[src/rtl/register_dump_controller.sv]
// rtl/register_dump_controller.sv - walks debug read port addresses and streams each word as 4 bytes MSB first
module register_dump_controller #(
  parameter int FIRST_REG    = 0,
  parameter int LAST_REG     = 31,
  parameter int READ_LATENCY = 1
) (
  input  logic        clock,
  input  logic        reset,
  input  logic        start,
  output logic [4:0]  dbg_addr,
  input  logic [31:0] dbg_data,
  output logic [7:0]  byte_out,
  output logic        byte_valid,
  input  logic        byte_ready,
  output logic        busy,
  output logic        done
);

  localparam logic [2:0] S_IDLE  = 3'd0;
  localparam logic [2:0] S_ISSUE = 3'd1;
  localparam logic [2:0] S_WAIT  = 3'd2;
  localparam logic [2:0] S_SEND  = 3'd3;
  localparam logic [2:0] S_DONE  = 3'd4;

  localparam logic [4:0] FIRST_ADDR = 5'(FIRST_REG);
  localparam logic [4:0] LAST_ADDR  = 5'(LAST_REG);
  localparam logic [2:0] LAT        = 3'(READ_LATENCY);

  logic [2:0]  r_state;
  logic [4:0]  r_addr;
  logic [31:0] r_shift;
  logic        r_valid;
  logic        r_done;
  logic [1:0]  r_byte_cnt;
  logic [2:0]  r_wait;
  logic        w_xfer;

  assign w_xfer     = r_valid & byte_ready;
  assign dbg_addr   = r_addr;
  assign byte_out   = r_shift[31:24];
  assign byte_valid = r_valid;
  assign busy       = (r_state != S_IDLE);
  assign done       = r_done;

  always_ff @(posedge clock) begin
    if (reset) begin
      r_state    <= S_IDLE;
      r_addr     <= FIRST_ADDR;
      r_shift    <= 32'h0;
      r_valid    <= 1'b0;
      r_done     <= 1'b0;
      r_byte_cnt <= 2'd0;
      r_wait     <= 3'd0;
    end else begin
      case (r_state)
        S_IDLE: begin
          if (start) begin
            r_addr  <= FIRST_ADDR;
            r_state <= S_ISSUE;
          end
        end
        S_ISSUE: begin
          r_wait  <= LAT;
          r_state <= S_WAIT;
        end
        S_WAIT: begin
          // Address has been stable for READ_LATENCY cycles once the count hits 1 here
          if (r_wait == 3'd1) begin
            r_shift    <= dbg_data;
            r_byte_cnt <= 2'd0;
            r_valid    <= 1'b1;
            r_wait     <= 3'd0;
            r_state    <= S_SEND;
          end else begin
            r_wait <= r_wait - 3'd1;
          end
        end
        S_SEND: begin
          if (w_xfer) begin
            r_shift    <= {r_shift[23:0], 8'h00};
            r_byte_cnt <= r_byte_cnt + 2'd1;
            if (r_byte_cnt == 2'd3) begin
              r_valid <= 1'b0;
              if (r_addr == LAST_ADDR) begin
                r_done  <= 1'b1;
                r_state <= S_DONE;
              end else begin
                r_addr  <= r_addr + 5'd1;
                r_state <= S_ISSUE;
              end
            end
          end
        end
        S_DONE: begin
          r_done  <= 1'b0;
          r_state <= S_IDLE;
        end
        default: r_state <= S_IDLE;
      endcase
    end
  end

endmodule

[config.mk]
export PLATFORM = sky130hd
export DESIGN_NAME = register_dump_controller
export DESIGN_NICKNAME = d
export VERILOG_FILES = /design/src/rtl/register_dump_controller.sv
export SDC_FILE = /design/constraint.sdc
export NUM_CORES = 1
export LEC_CHECK = 0
export ABC_AREA = 1
export CAP_MARGIN = 20
export CORE_MARGIN = 2
export CORE_UTILIZATION = 50
export CTS_BUF_LIST = sky130_fd_sc_hd__clkbuf_16
export DETAILED_ROUTE_END_ITERATION = 8
export PLACE_DENSITY = 0.79
export SYNTH_ARGS = -nofsm -noshare
export SYNTH_HDL_FRONTEND = slang
export SYNTH_SLANG_ARGS = --single-unit
[constraint.sdc]
create_clock -name clock -period 1.9 [get_ports clock]
set_input_delay 0.38 -clock clock [delete_from_list [all_inputs] [get_ports clock]]
set_output_delay 0.38 -clock clock [all_outputs]
set_load 0.02 [all_outputs]
==> run metrics <==
outcome complete, no violations; share of cells above drive strength 1 6.52%; initial antenna violation count 0; CP delay by family, top buffers and inverters; syn_nets 398; Crit. End Element output pin; Seq/Total Area, Yosys 39.7%; Port Buffers 51; CP max stage delay 640 ps; drt total wl 5050 µm; Post-CTS Setup Bufs 0; max-slew violations 0; largest net degree at the start of global routing 34; CTS H-tree depth 2; Pleak 1.33 nW; Initial Util 50.8%; cts hold-fix bufs 0; worst setup path category flop to output pin; TritonCTS buffer count 5; n_diodes 0; Setup crit start kind flop; core box area 4660 µm²; Synth Instances 357; Worst-Skew Late Latency 280 ps; DRC viols 0; Rel. slew slack 74.0%; Post-Layout Inst Area 3010 µm²; worst vdd ir 0.542 mV; unrepaired setup endpoints after global routing false; Period Utilization, post-route 89.9%; Final nets 439; Comb pwr share 41.4%; Via Count 2270; dpl ws 39.5 ps; clk buf depth 2; Final Setup Violations 0; vias per cell 5.01; data arrival time of the critical path 1330 ps; dpl cell area 2870 µm²; post-layout min period 1710 ps; worst path buffer plus inverter count 1; final worst setup slack 192 ps; Sequential Power Share 36.4%; Switching Share 38.2%; sw power 0.00145 W; Num Clock Sinks 47; clk_skew 2.83 ps; number of core rows 25; post-layout util 64.6%; I/O pin count 52; pwr dens 1260 nW/µm²; Clk pwr share 22.2%; CTS root buffer clkbuf_16; Worst-path clk slew 60 ps; first-pass GRT wire length 8490 µm; final setup TNS 0 ps; register bit total from synthesis 47; Tot GR Track Use 20.1%; Die X 72.8 µm; post-route antenna net violation count 0; Fillers 451; Max Freq 585 MHz; Max Cap Viol 0; CP cell instances clkdlybuf4s50_1; post-DP HPWL 3530 µm; GR Overflow Total 0; Wirelength per Cell 11.1 µm; Fin. Hold Viols 0; Die H 72.8 µm; post-synth design cell area 2370 µm²; Area Growth Syn to Fin 27.0%; gpl congestion 0.833; Mean Syn Cell Area 6.64 µm²; slowest CP cell clkdlybuf4s50_1; die area 5310 µm²; drt pass-1 iters 4; worst hold path class flop to flop; Warnings, synthesis 0; initial drt markers 186; CTS tree built; P_int 0.00235 W; worst slew pin tran 390 ps; vias in the first global route 1993; largest fanout on the critical path 5; Synth cell types 29; Worst Path Required 1520 ps
[state kept, by name (all words and copies together), names as in the netlist]
| signal | flops |
|---|---|
| r_wait | 3 |
| r_shift | 32 |
| byte_valid | 1 |
| r_state | 3 |
| r_byte_cnt | 2 |
| done | 1 |
| dbg_addr | 5 |
[cells in the final DEF, fill, tap and decap left out, types with 2 or more instances in the layout]
cell,Yosys,layout
nand2_1,142,142
a21oi_1,33,33
dfxtp_1,47,46
nand3_2,2,2
inv_2,2,2
clkbuf_16,0,5
nand3_1,4,4
ha_1,5,5
inv_1,26,27
nor2_1,31,31
buf_4,13,7
o21ai_0,21,21
nor2_4,2,2
nand4_1,5,5
clkdlybuf4s50_1,0,50
[power by group through the flow]
stage          Sequential, W  Clock [W]  Combinational, W
6_report             0.00138   0.000845           0.00158
5_1_grt              0.00141   0.000891           0.00179
4_1_cts              0.00139   0.000854           0.00159
3_5_place_dp         0.00141          0           0.00159
3_3_place_gp         0.00139          0           0.00154
2_1_floorplan        0.00143          0           0.00114
[layout make-up]
type / instances / area, µm² / area share, %
multi-input combinational: 257 / 1170 / 38.9
clock inverter: 3 / 16.3 / 0.541
timing repair buffer: 59 / 582 / 19.3
tap: 54 / 67.6 / 2.25
sequential: 47 / 942 / 31.3
clock buffer: 5 / 125 / 4.16
inverter: 28 / 105 / 3.49
[repair_timing]
item | CTS | global route
hold endpoints to repair | 0 | 0
gates resized for setup | 2 | 0
endpoints found under the setup margin | 1 | 0
[cells in the mapped netlist]
master	instances	area, µm²
nand4_1	5	31.3
buf_4	13	97.6
clkbuf_1	3	11.3
or2_2	1	6.26
nor2_1	31	116
o21ai_0	21	105
nor3_1	1	5.00
nor2_4	2	22.5
nor3b_1	1	7.51
buf_1	1	3.75
xor2_1	1	8.76
nand2_2	1	6.26
and3_1	1	6.26
nand3b_4	1	20.0
a21oi_1	33	165
clkbuf_2	1	5.00
inv_1	26	97.6
o21bai_1	1	7.51
ha_1	5	62.6
dfxtp_1	47	941
nand3b_1	1	7.51
a211oi_1	1	7.51
buf_2	7	35.0
nor2_2	1	6.26
a31oi_1	1	6.26
nand3_1	4	20.0
nand2_1	142	533
nand3_2	2	20.0
inv_2	2	7.51
[worst paths after layout]
kind,start,endpoint,slack (ps),cells past startpoint
max reg2reg,dbg_addr[0],dbg_addr[0],220,9
min,done,done,450,2
max,dbg_addr[0],dbg_addr[0],190,1
min reg2reg,done,done,450,2
[kinds of logic after synthesis]
logic type,share of synthesized area [%]
AOI/OAI and AO/OA,12.3
adders and majority gates,2.64
buffers and inverters,10.9
DFF,39.7
and+or+nand+nor,34.1
xor gates and xnor gates,0.370
[layer usage]
layer,routed length [µm],GRT usage (%)
met1,2370,27.1
met2,2450,32.9
met3,188,3.73
met4,47,5.97
met5,0,0
[stage by stage]
| stage | hold slack [ps] | std cells | power (W) |
|---|---|---|---|
| finish | 451 | 453 | 0.00381 |
| global route | 471 | 453 | 0.00410 |
| CTS | 454 | 453 | 0.00383 |
| detailed placement | 445 | 445 | 0.00299 |
| global placement | 433 | 445 | 0.00294 |
| floorplan | 441 | 357 | 0.00256 |
(Power assumes the default switching activity.)
